[src/rtl/uart_ctl_pkg.sv]
// Shared constants for uart_ctl: register map, STATUS/CONTROL bit positions,
// handshake FSM state encodings and the CONTROL reset value.
package uart_ctl_pkg;

  localparam logic [1:0] REG_DATA    = 2'd0;
  localparam logic [1:0] REG_STATUS  = 2'd1;
  localparam logic [1:0] REG_CONTROL = 2'd2;

  localparam int ST_RX_AVAIL    = 0;
  localparam int ST_TX_NOT_FULL = 1;
  localparam int ST_RX_OVF      = 2;
  localparam int ST_TX_OVF      = 3;
  localparam int ST_TX_IDLE     = 4;
  localparam int ST_RX_IE       = 5;
  localparam int ST_TX_IE       = 6;

  localparam int CT_RX_IE   = 0;
  localparam int CT_TX_IE   = 1;
  localparam int CT_TX_EN   = 2;
  localparam int CT_RX_EN   = 3;
  localparam int CT_OVF_CLR = 7;

  localparam logic [7:0] CTRL_RST = 8'h0C;

  typedef enum logic [1:0] {T_IDLE, T_REQ, T_ACKLO} tx_state_e;
  typedef enum logic [1:0] {R_IDLE, R_REQ, R_ACKLO} rx_state_e;

endpackage

[src/rtl/uart_ctl_fifo.sv]
// Synchronous 8-bit FIFO; head visible combinationally on dout.
// A push into a full FIFO is accepted only when a pop happens in the same cycle.
module uart_ctl_fifo #(
  parameter int DEPTH = 4,
  parameter int CNT_W = $clog2(DEPTH) + 1
) (
  input  logic             clk,
  input  logic             reset,
  input  logic             push,
  input  logic [7:0]       din,
  input  logic             pop,
  output logic [7:0]       dout,
  output logic             full,
  output logic             empty,
  output logic [CNT_W-1:0] count
);

  localparam int PTR_W = $clog2(DEPTH);

  logic [7:0]       mem_q [DEPTH];
  logic [7:0]       mem_d [DEPTH];
  logic [PTR_W-1:0] wr_ptr_q, wr_ptr_d;
  logic [PTR_W-1:0] rd_ptr_q, rd_ptr_d;
  logic [CNT_W-1:0] count_q, count_d;
  logic             do_push, do_pop;

  assign empty = (count_q == '0);
  assign full  = (count_q == CNT_W'(DEPTH));
  assign count = count_q;
  assign dout  = mem_q[rd_ptr_q];

  assign do_pop  = pop && !empty;
  assign do_push = push && (!full || do_pop);

  always_comb begin
    mem_d    = mem_q;
    wr_ptr_d = wr_ptr_q;
    rd_ptr_d = rd_ptr_q;
    if (do_push) begin
      mem_d[wr_ptr_q] = din;
      wr_ptr_d        = wr_ptr_q + PTR_W'(1);
    end
    if (do_pop) begin
      rd_ptr_d = rd_ptr_q + PTR_W'(1);
    end
    count_d = count_q + CNT_W'(do_push) - CNT_W'(do_pop);
  end

  always_ff @(posedge clk) begin
    if (reset) begin
      for (int i = 0; i < DEPTH; i++) mem_q[i] <= 8'h00;
      wr_ptr_q <= '0;
      rd_ptr_q <= '0;
      count_q  <= '0;
    end else begin
      mem_q    <= mem_d;
      wr_ptr_q <= wr_ptr_d;
      rd_ptr_q <= rd_ptr_d;
      count_q  <= count_d;
    end
  end

endmodule

[src/rtl/uart_ctl.sv]
// Register-mapped front end for the uart core: host DATA/STATUS/CONTROL registers,
// TX/RX byte FIFOs and the four-phase load/unload handshakes toward the core.
module uart_ctl
  import uart_ctl_pkg::*;
#(
  parameter int FIFO_DEPTH = 4,
  parameter int CNT_W      = $clog2(FIFO_DEPTH) + 1
) (
  input  logic       clk,
  input  logic       reset,
  input  logic [1:0] addr,
  input  logic       wr,
  input  logic       rd,
  input  logic [7:0] wdata,
  output logic [7:0] rdata,
  output logic       irq,
  output logic       ld_tx_req,
  input  logic       ld_tx_ack,
  output logic [7:0] tx_data,
  input  logic       tx_empty,
  output logic       tx_enable,
  output logic       rx_req,
  input  logic       rx_ack,
  input  logic [7:0] rx_data,
  input  logic       rx_empty,
  output logic       rx_enable
);

  tx_state_e  tx_state_q, tx_state_d;
  logic       ld_tx_req_q, ld_tx_req_d;
  logic [7:0] tx_data_q, tx_data_d;
  rx_state_e  rx_state_q, rx_state_d;
  logic       rx_req_q, rx_req_d;
  logic [3:0] ctrl_q, ctrl_d;
  logic       rx_ovf_q, rx_ovf_d;
  logic       tx_ovf_q, tx_ovf_d;
  logic [7:0] rdata_q, rdata_d;
  logic       irq_q, irq_d;

  logic             tx_push, tx_pop, tx_full, tx_fempty;
  logic             rx_push, rx_pop, rx_full, rx_fempty;
  logic [7:0]       tx_head, rx_head;
  logic [CNT_W-1:0] tx_cnt, rx_cnt;
  logic             tx_idle;
  logic [7:0]       status;
  logic             unused_bits;

  assign tx_push = wr && (addr == REG_DATA);
  assign rx_pop  = rd && (addr == REG_DATA);

  uart_ctl_fifo #(.DEPTH(FIFO_DEPTH), .CNT_W(CNT_W)) u_tx_fifo (
    .clk   (clk),
    .reset (reset),
    .push  (tx_push),
    .din   (wdata),
    .pop   (tx_pop),
    .dout  (tx_head),
    .full  (tx_full),
    .empty (tx_fempty),
    .count (tx_cnt)
  );

  uart_ctl_fifo #(.DEPTH(FIFO_DEPTH), .CNT_W(CNT_W)) u_rx_fifo (
    .clk   (clk),
    .reset (reset),
    .push  (rx_push),
    .din   (rx_data),
    .pop   (rx_pop),
    .dout  (rx_head),
    .full  (rx_full),
    .empty (rx_fempty),
    .count (rx_cnt)
  );

  assign tx_idle = tx_fempty && (tx_state_q == T_IDLE) && tx_empty;

  always_comb begin
    status                 = 8'h00;
    status[ST_RX_AVAIL]    = !rx_fempty;
    status[ST_TX_NOT_FULL] = !tx_full;
    status[ST_RX_OVF]      = rx_ovf_q;
    status[ST_TX_OVF]      = tx_ovf_q;
    status[ST_TX_IDLE]     = tx_idle;
    status[ST_RX_IE]       = ctrl_q[CT_RX_IE];
    status[ST_TX_IE]       = ctrl_q[CT_TX_IE];
  end

  // TX: the byte is latched at request time so it stays stable until the pop.
  always_comb begin
    tx_state_d  = tx_state_q;
    ld_tx_req_d = ld_tx_req_q;
    tx_data_d   = tx_data_q;
    tx_pop      = 1'b0;
    case (tx_state_q)
      T_IDLE: begin
        if (!tx_fempty && tx_empty && !ld_tx_ack && ctrl_q[CT_TX_EN]) begin
          tx_state_d  = T_REQ;
          ld_tx_req_d = 1'b1;
          tx_data_d   = tx_head;
        end
      end
      T_REQ: begin
        if (ld_tx_ack) begin
          tx_state_d  = T_ACKLO;
          ld_tx_req_d = 1'b0;
          tx_pop      = 1'b1;
        end
      end
      T_ACKLO: begin
        if (!ld_tx_ack) tx_state_d = T_IDLE;
      end
      default: begin
        tx_state_d  = T_IDLE;
        ld_tx_req_d = 1'b0;
      end
    endcase
  end

  // RX: only request while there is room, so a full FIFO leaves the byte in the core.
  always_comb begin
    rx_state_d = rx_state_q;
    rx_req_d   = rx_req_q;
    rx_push    = 1'b0;
    case (rx_state_q)
      R_IDLE: begin
        if (!rx_empty && !rx_full && ctrl_q[CT_RX_EN]) begin
          rx_state_d = R_REQ;
          rx_req_d   = 1'b1;
        end
      end
      R_REQ: begin
        if (rx_ack) begin
          rx_state_d = R_ACKLO;
          rx_req_d   = 1'b0;
          rx_push    = 1'b1;
        end
      end
      R_ACKLO: begin
        if (!rx_ack) rx_state_d = R_IDLE;
      end
      default: begin
        rx_state_d = R_IDLE;
        rx_req_d   = 1'b0;
      end
    endcase
  end

  always_comb begin
    ctrl_d   = ctrl_q;
    rx_ovf_d = rx_ovf_q;
    tx_ovf_d = tx_ovf_q;
    rdata_d  = rdata_q;
    if (wr && (addr == REG_CONTROL)) begin
      ctrl_d = wdata[3:0];
      if (wdata[CT_OVF_CLR]) begin
        rx_ovf_d = 1'b0;
        tx_ovf_d = 1'b0;
      end
    end
    if (tx_push && tx_full && !tx_pop) tx_ovf_d = 1'b1;
    if (rx_push && rx_full && !rx_pop) rx_ovf_d = 1'b1;
    if (rd) begin
      case (addr)
        REG_DATA:    rdata_d = rx_fempty ? 8'h00 : rx_head;
        REG_STATUS:  rdata_d = status;
        REG_CONTROL: rdata_d = {4'h0, ctrl_q};
        default:     rdata_d = 8'h00;
      endcase
    end
    irq_d = (ctrl_q[CT_RX_IE] && !rx_fempty) || (ctrl_q[CT_TX_IE] && !tx_full);
  end

  always_ff @(posedge clk) begin
    if (reset) begin
      tx_state_q  <= T_IDLE;
      ld_tx_req_q <= 1'b0;
      tx_data_q   <= 8'h00;
    end else begin
      tx_state_q  <= tx_state_d;
      ld_tx_req_q <= ld_tx_req_d;
      tx_data_q   <= tx_data_d;
    end
  end

  always_ff @(posedge clk) begin
    if (reset) begin
      rx_state_q <= R_IDLE;
      rx_req_q   <= 1'b0;
    end else begin
      rx_state_q <= rx_state_d;
      rx_req_q   <= rx_req_d;
    end
  end

  always_ff @(posedge clk) begin
    if (reset) begin
      ctrl_q   <= CTRL_RST[3:0];
      rx_ovf_q <= 1'b0;
      tx_ovf_q <= 1'b0;
      rdata_q  <= 8'h00;
      irq_q    <= 1'b0;
    end else begin
      ctrl_q   <= ctrl_d;
      rx_ovf_q <= rx_ovf_d;
      tx_ovf_q <= tx_ovf_d;
      rdata_q  <= rdata_d;
      irq_q    <= irq_d;
    end
  end

  assign rdata     = rdata_q;
  assign irq       = irq_q;
  assign ld_tx_req = ld_tx_req_q;
  assign tx_data   = tx_data_q;
  assign rx_req    = rx_req_q;
  assign tx_enable = ctrl_q[CT_TX_EN];
  assign rx_enable = ctrl_q[CT_RX_EN];

  assign unused_bits = ^{tx_cnt, rx_cnt, wdata[6:4]};

endmodule
[config.mk]
export PLATFORM = sky130hd
export DESIGN_NAME = uart_ctl
export DESIGN_NICKNAME = d
export VERILOG_FILES = /design/src/rtl/uart_ctl_pkg.sv /design/src/rtl/uart_ctl_fifo.sv /design/src/rtl/uart_ctl.sv
export SDC_FILE = /design/constraint.sdc
export NUM_CORES = 1
export LEC_CHECK = 0
export CORE_UTILIZATION = 60
export DETAILED_ROUTE_END_ITERATION = 6
export DONT_BUFFER_PORTS = 1
export PLACE_DENSITY_LB_ADDON = 0.15
export SYNTH_ARGS = -nofsm -noshare
export SYNTH_HDL_FRONTEND = slang
export SYNTH_HIERARCHICAL = 1
export SYNTH_SLANG_ARGS = --single-unit
[constraint.sdc]
create_clock -name clk -period 3.8 [get_ports clk]
set_input_delay 0.76 -clock clk [delete_from_list [all_inputs] [get_ports clk]]
set_output_delay 0.76 -clock clk [all_outputs]
set_load 0.005 [all_outputs]
**After elaboration in Yosys (flattened, before gate mapping)**

Cells that the tools add are included.

- Register bits: 107
- Bits of input ports: 26
- Output and inout port bits: 21
- Word-level logic and storage cells: 143

- Add/subtract/negate cells: 8
- $lt $le $gt $ge: 6
- Equality and inequality tests: 14
- Muxes and demuxes: 36
- Bitwise operators: 6
- Reductions and logical operators: 49

Operators with widths:

| kind | count |
|---|---|
| 32-bit bitwise mux | 2 |
| 8-bit two-way mux | 7 |
| 8-bit binary-select mux with 2-bit select | 2 |
| 8-bit demux with 2-bit select | 2 |
| 8-bit case mux with 3 select lines | 1 |
| 1-bit logical AND | 22 |
| 3-bit >= comparator (second input constant) | 4 |
| 1-bit two-way mux | 12 |
| 2-bit two-way mux | 6 |
| 2-bit NOT with 3-bit output | 4 |
| 2-bit case mux with 3 select lines | 2 |
| 3-bit AND reduction | 4 |
| 2-bit inequality test (second input constant) | 5 |
| 2-bit by 1-bit adder with 2-bit output (second input constant) | 4 |
| 1-bit logical NOT | 8 |
| 2-bit nonzero test | 4 |
| 3-bit by 1-bit adder with 3-bit output | 2 |
| 2-bit by 1-bit == test with 1-bit output (second input constant) | 3 |
| 2-bit == test (second input constant) | 3 |
| 3-bit == test (second input constant) | 2 |
| 2-bit logical NOT | 3 |
| 3-bit logical NOT | 2 |
| 3-bit by 1-bit < comparator with 1-bit output (second input constant) | 2 |
| 1-bit case mux with 3 select lines | 2 |
| other kinds (5) | 11 |

**Longest topological paths before layout**

Gate-level depths: netlist (run 1).

- Depth after elaboration: 7
- Mapped depth: 14
- Gate-level depth less buffers: 13

**Modules after synthesis**

Netlist (run 1), hierarchy kept.

By module, submodules not included:

| module | times used | cells each | area each (µm²) | sequential area each (µm²) |
|---|---|---|---|---|
| uart_ctl_fifo | 2 | 169 | 1885.6 | 780.7 |
| uart_ctl | 1 | 147 | 1368.8 | 580.6 |

**Worst setup path before layout (run 1)**

OpenSTA, ideal clock, no wires.

- Kind: input to register
- From: in rd
- To: reg u_rx_fifo.count_q[2], in the netlist u_rx_fifo/count[2]
- Library setup time: 78 ps
- Arrival time: 3161 ps
- Data required time: 3722 ps
- Setup slack: 561 ps
- Cell stages on the path: 14
- Path buffers: 2
- Cells stage by stage: clkbuf_2 nor3b_1 or4b_1 buf_6 and2_2 inv_1 ha_1 inv_1 ha_1 inv_1 fa_1 xor2_1 and2_2 nor3_1

- Cells in the longest elaborated chain, start to end: 6

Ends and longest elaborated chain:

| element | RTL line | source |
|---|---|---|
| start: declaration | uart_ctl.sv:13 | `input logic rd,` |
| 1-bit logical AND (*) | uart_ctl.sv:49 | `assign rx_pop = rd && (addr == REG_DATA);` |
| net rx_pop | uart_ctl.sv:41 | `logic rx_push, rx_pop, rx_full, rx_fempty;` |
| 1-bit logical AND (*) | uart_ctl_fifo.sv:32 | `assign do_pop = pop && !empty;` |
| 1-bit logical OR | uart_ctl_fifo.sv:33 | `assign do_push = push && (!full \|\| do_pop);` |
| 1-bit logical AND | uart_ctl_fifo.sv:33 |  |
| 3-bit by 1-bit adder with 3-bit output | uart_ctl_fifo.sv:46 | `count_d = count_q + CNT_W'(do_push) - CNT_W'(do_pop);` |
| 3-bit by 1-bit subtractor with 3-bit output (*) | uart_ctl_fifo.sv:46 |  |
| end signal: assignment | uart_ctl_fifo.sv:59 | `count_q <= count_d;` |
| end: declaration | uart_ctl_fifo.sv:24 | `logic [CNT_W-1:0] count_q, count_d;` |

The timed path passes the listed nets; every way through them passes the cells marked *.
A chain may end at the register's enable or synchronous reset.

**Worst setup path after layout (run 1)**

- From: in rd
- To: reg u_rx_fifo.count_q[2], in the netlist u_rx_fifo/count[2]

- Cells in the longest elaborated chain, start to end: 6

Ends and longest elaborated chain:

| element | RTL line |
|---|---|
| 1-bit logical AND (*) | uart_ctl.sv:49 |
| 1-bit logical AND (*) | uart_ctl_fifo.sv:32 |
| 1-bit logical OR | uart_ctl_fifo.sv:33 |
| 1-bit logical AND | uart_ctl_fifo.sv:33 |
| 3-bit by 1-bit adder with 3-bit output | uart_ctl_fifo.sv:46 |
| 3-bit by 1-bit subtractor with 3-bit output (*) | uart_ctl_fifo.sv:46 |

Every way passes the cells marked *; elsewhere a longest branch is shown, timed or not.

==> flow_summary.yaml, run 1 <==
run_status:
  status: "finished, final reports clean"
synth:
  yosys-top-cells-area: "dfxtp_1 42%, mux2i_1 14%, nand2b_1 12%, mux4_2 7.0%, ha_1 2.9%"
  synthDominantCellAreaShare_pct: 41.7
  avgSynthCellArea_sq_um: 10.6
  yosys_warnings: 6
  synthCells: 485
  synth_area_leader_cell: "dfxtp_1"
  asyncSetResetFlopFracSynth_pct: 0
  ys.flop_type: "dfxtp_1"
  synth-seq-cells: 107
  synth_nets: 525
  seq_area_frac_synth_pct: 41.7
  synth_area_sq_um: 5140
  synth-edff-count: 0
  synth_cell_types: 51
min_path:
  worstHoldPathType: "flip-flop to flip-flop"
  hold_depth: 2
  min_from: "tx_ovf_q$_SDFFE_PP0P_"
  hold_end: "tx_ovf_q$_SDFFE_PP0P_"
timing:
  final_hold_viol_count: 0
  setup_slack_ns: 0.927
  tns_ns: 0
  tightest_slew_ns: 0.685
  max_freq_ghz: 0.348
  skew_ns: 0.0120
  rsz0062_at_grt: "false"
  final_max_slew_viol_count: 0
  post-route-period-util_pct: 75.6
  finalCriticalPeriod_ns: 2.87
  setup_violations: 0
  slew_headroom_pct: 54.3
floorplan:
  core-area_sq_um: 8260
  die_x_microns: 94.6
  die-area_sq_um: 8940
  rows: 33
  io_pins: 47
  start_util_pct: 62.2
  die_h_microns: 94.6
global_routing:
  grt_pass1_wl_microns: 16100
  grt_max_degree: 136
  gr-total-overflow: 0
  grt_usage_pct: 23.7
  antenna_found_initial: 0
  grt_pass1_vias: 3302
setup_path:
  worst-setup-path-type: "input pin to flip-flop"
  crit_fanout: 19
  worst-r2r-cell-count: 12
  r2r_end: "u_tx_fifo/count[2]$_SDFF_PP0_"
  crit_path_end_kind: "flip-flop"
  worst_ep_arrival_time_ns: 3.16
  cp-start-kind: "input pin"
  reg2reg_from: "tx_state_q[1]$_SDFFE_PP0P_"
  reg2reg_slack_ns: 0.95
  cp_data_required_time_ns: 4.09
clocking:
  cts-root-buf: "clkbuf_8"
  clock_sinks: 107
  htree_levels: 3
  clk_pin_slew_ns: 0.10
  cts-hold-fix-buffers: 0
  clockBufferDepth: 2
  cts_tree: "built"
  cts_resized: 0
  clkLatencyLatePin_ns: 0.36
  numCtsBuffers: 9
  post_cts_buffers: 0
pwr:
  p_clk_share_pct: 32.7
  ir_worst_vdd_uv: 189
  switching_power_uw: 515
  p_sw_share_pct: 25.8
  p_seq_share_pct: 59.2
  pwr-share-comb_pct: 8.1
  powerDensity_nw_per_um2: 378
  power.internal_uw: 1480
  p_leak_uw: 0.00215
final_layout:
  diodes: 0
  design_area_sq_um: 5290
  fin_util_pct: 64.0
  final_cell_mix: "107 x dfxtp_1, 100 x nand2b_1, 72 x mux2i_1, 16 x nor2_1, 16 x mux4_2"
  drive_gt1_share_pct: 11.2
  area_growth_pct: 2.87
  layout_commonest_cell: "dfxtp_1"
  finalNetCount: 507
placed_design:
  place_congestion: 0.776
  port_buffers: 0
  dp_slack_ns: 0.540
  dp_hpwl_microns: 6700
  place_area_sq_um: 5100
routing:
  wl_per_cell_microns: 17.0
  drc: 0
  viasPerCell: 5.82
  wl_microns: 9840
  vias: 3358
  initialDrtViolationCount: 169
  drtPass1Iterations: 4
  ant_nets: 0
flow_run:
  drv_cap: 0
==> metal layers <==
metal	track usage [%]	vias up	wire length, microns
li1	-	1652	-
met1	33.3	1617	4630
met2	36.8	87	4560
met3	5.15	2	614
met4	6.44	0	30
met5	0	-	0
==> Yosys cell counts, types with 2 or more instances <==
master and instances:
nor2_1 16, xor2_1 4, clkbuf_1 14, a21oi_1 13, nand3_1 5, nor2b_1 5
nand2_1 12, or3_1 2, xnor2_1 2, a22oi_1 6, and2_2 4, buf_6 7
fa_1 2, inv_1 14, a31oi_1 3, a211o_1 2, nand3_2 6, o31ai_1 4
buf_1 3, and3_4 2, ha_1 12, and3_1 2, nand2b_1 100, nand3b_1 2
nor3_1 4, or4b_1 2, nand4b_1 5, o22ai_1 3, mux2i_1 72, o21ai_0 7
o21ai_1 2, mux4_2 16, dfxtp_1 107, nor3b_1 5, buf_2 4
==> area by class of cell <==
class / instances / area, sq um
sequential: 107 / 2140
fill: 660 / 2970
multi-input combinational: 334 / 2770
inverter: 14 / 52.6
tap: 105 / 131
clock buffer: 9 / 124
clock inverter: 7 / 60.1
timing repair buffer: 1 / 7.51
==> worst max-delay path by stage <==
stage	end	slack, ns	start	depth (start not counted)
4_1_cts	u_rx_fifo/count[2]$_SDFF_PP0_	0.94	rd	12
3_5_place_dp	u_rx_fifo/count[2]$_SDFF_PP0_	0.54	rd	12
6_report	u_rx_fifo/count[2]$_SDFF_PP0_	0.93	rd	12
3_3_place_gp	u_rx_fifo/count[2]$_SDFF_PP0_	0.62	rd	12
2_1_floorplan	u_rx_fifo/count[2]$_SDFF_PP0_	0.56	rd	14
5_1_grt	u_tx_fifo/count[2]$_SDFF_PP0_	0.67	tx_state_q[1]$_SDFFE_PP0P_	12
==> cell families after synthesis <==
group | share of synthesized area (%)
AND/OR/NAND/NOR | 22.7
flip-flops | 41.7
multiplexers | 21.0
AO/OA/AOI/OAI | 5.45
buffers and inverters | 4.43
adder cells (fa/ha/maj) | 3.70
XOR/XNOR | 1.02
==> registers in the layout (all words and copies together) (netlist names) <==
signal and flops:
ctrl_q 4, rx_ovf_q 1, u_rx_fifo/rd_ptr_q 2, u_tx_fifo/wr_ptr_q 2, u_rx_fifo/count 3, rdata 8, ld_tx_req 1, rx_state_q 2
u_tx_fifo/rd_ptr_q 2, u_rx_fifo/mem_q 32, tx_data 8, u_tx_fifo/mem_q 32, rx_req 1, tx_ovf_q 1, irq 1, u_rx_fifo/wr_ptr_q 2
u_tx_fifo/count 3, tx_state_q 2
==> worst max-delay path: stages <==
cell and delay [ns]:
nor3b_1 0.16, or4b_1 0.63, and2_2 0.27, inv_1 0.05
ha_1 0.22, inv_1 0.05, ha_1 0.13, inv_1 0.05
fa_1 0.36, xor2_1 0.16, and2_2 0.19, nor3_1 0.11
==> power by group through the flow <==
stage / Combinational (uW) / Clock (uW) / Sequential, uW
after floorplan: 169 / 0 / 1200
after global placement: 156 / 0 / 1210
after detailed placement: 162 / 0 / 1210
after CTS: 162 / 679 / 1180
after global routing: 181 / 719 / 1190
final: 162 / 652 / 1180
==> stage by stage <==
stage / hold slack (ns) / instances / power (uW)
2_1_floorplan: 0.432 / 485 / 1360
3_3_place_gp: 0.442 / 561 / 1360
3_5_place_dp: 0.448 / 561 / 1370
4_1_cts: 0.434 / 577 / 2020
5_1_grt: 0.423 / 577 / 2090
6_report: 0.465 / 577 / 2000
Power figures use the tool's default switching activity.
==> inputs of run 2 (changes only) <==
CORE_UTILIZATION = 57   (was 60)
clock period = 2.4 ns   (was 3.8 ns; I/O delays follow)
==> run 2 against run 1 <==
Net effect: the flow now finishes with violations (setup timing); first-iteration DRC count increased by 3.0%; sequential power grew 58%; global-route usage is 0.46 points lower; critical endpoint is now u_tx_fifo/count[2]$_SDFF_PP0_; non-clock buffer count rose by 20; clock skew rose by 0.0040 ns.
==> flow_summary.yaml, run 2 (synthesized netlist as in run 1, its figures left out) <==
run_status:
  status: "finished with violations"
  violations: "setup timing"
placed_design:
  dp_hpwl_microns: 6930
  port_buffers: 0
  place_congestion: 0.766
  place_area_sq_um: 5350
setup_path:
  crit_path_end_kind: "flip-flop"
  crit_fanout: 2
  worst-setup-path-type: "flip-flop to flip-flop"
  cp-start-kind: "flip-flop"
  reg2reg_slack_ns: -0.08
  worst_ep_arrival_time_ns: 2.78
  cp_data_required_time_ns: 2.71
final_layout:
  design_area_sq_um: 5630
  finalNetCount: 527
  layout_commonest_cell: "dfxtp_1"
  final_cell_mix: "104 x dfxtp_1, 100 x nand2b_1, 72 x mux2i_1, 21 x buf_4, 16 x mux4_2"
  fillers: 720
  fin_util_pct: 64.6
  largestRegisters: "u_rx_fifo/mem_q x32, u_tx_fifo/mem_q x32"
  area_growth_pct: 9.59
  drive_gt1_share_pct: 19.9
  diodes: 0
floorplan:
  die_h_microns: 97.0
  core-area_sq_um: 8720
  die_x_microns: 97.0
  die-area_sq_um: 9400
  io_pins: 47
  rows: 34
  start_util_pct: 58.9
routing:
  ant_nets: 0
  viasPerCell: 5.70
  vias: 3418
  wl_microns: 10200
  wl_per_cell_microns: 17.1
  drc: 0
  drtPass1Iterations: 4
  initialDrtViolationCount: 174
global_routing:
  gr-total-overflow: 0
  antenna_found_initial: 0
  grt_max_degree: 136
  grt_pass1_wl_microns: 17300
  grt_usage_pct: 23.2
  grt_pass1_vias: 3402
flow_run:
  drv_cap: 0
timing:
  finalCriticalPeriod_ns: 2.48
  max_freq_ghz: 0.404
  tightest_slew_ns: 0.658
  post-route-period-util_pct: 103
  final_hold_viol_count: 0
  setup_slack_ns: -0.0783
  slew_headroom_pct: 56.1
  rsz0062_at_grt: "true"
  final_max_slew_viol_count: 0
  skew_ns: 0.0160
  holdWs_ns: 0.175
  setup_violations: 1
pwr:
  power_uw: 3470
  ir_worst_vdd_uv: 273
  p_leak_uw: 0.00229
  powerDensity_nw_per_um2: 616
clocking:
  cts-root-buf: "clkbuf_8"
  htree_levels: 3
  clkLatencyLatePin_ns: 0.38
  clockBufferDepth: 2
  clk_pin_slew_ns: 0.10
  cts_tree: "built"
  numCtsBuffers: 9
  post_cts_buffers: 0
  clock_sinks: 107
min_path:
  worstHoldPathType: "input pin to flip-flop"
## run 2: path summary, 6_finish.rpt
path | cells past startpoint | endpoint | startpoint
min | 1 | ctrl_q[1]$_SDFFE_PP0P_ | reset
max | 13 | u_tx_fifo/count[2]$_SDFF_PP0_ | tx_state_q[0]$_SDFFE_PP0P_
min reg2reg | 2 | tx_ovf_q$_SDFFE_PP0P_ | tx_ovf_q$_SDFFE_PP0P_
max reg2reg | 13 | u_tx_fifo/count[2]$_SDFF_PP0_ | tx_state_q[0]$_SDFFE_PP0P_
## run 2: critical path, stage by stage, from the launching register on
cell and delay (ns):
dfxtp_4 0.38, nand2_8 0.06, nor2_4 0.04, or4b_4 0.51, and2_4 0.19, inv_4 0.05
ha_4 0.18, inv_2 0.06, ha_4 0.11, inv_2 0.03, fa_2 0.34, xor2_2 0.16
and2_4 0.16, nor3_2 0.14
## run 2: what timing repair did
| action | CTS | global route |
|---|---|---|
| setup endpoints to repair | 2 | 2 |
| gates cloned | 0 | 0 |
| pin swaps | 1 | 6 |
| resized for setup | 6 | 7 |
| hold buffers | 0 | 0 |
## run 2: cell type report
class	instances	area [sq um]	area share, %
clock buffer	10	138	2.44
clock inverter	6	93.8	1.67
inverter	14	57.6	1.02
multi-input combinational	334	2900	51.5
sequential	107	2150	38.1
tap	108	135	2.40
timing repair buffer	21	158	2.80
## run 2: report_power, final
part	total, uW	switching [uW]	internal, uW
Sequential	1860	35.4	1820
Combinational	349	168	181
Clock	1260	638	626
Total	3470	841	2630
## run 2: routing by layer
metal  GRT usage [%]  share of wire (%)  wire length, microns
met1            34.0                 50                  5100
met2            33.9                 44                  4520
met5               0                  0                     0
met3            4.84                4.4                   452
met4            8.04                1.6                   164
## run 2: per-stage QoR
| step | cells | setup WS (ns) | TNS, ns |
|---|---|---|---|
| 2_1_floorplan | 485 | -0.459 | -1.09 |
| 5_1_grt | 600 | -0.163 | -0.173 |
| 4_1_cts | 600 | -0.0901 | -0.0901 |
| 6_report | 600 | -0.0783 | -0.0783 |
| 3_5_place_dp | 584 | -0.277 | -0.564 |
| 3_3_place_gp | 584 | -0.203 | -0.365 |
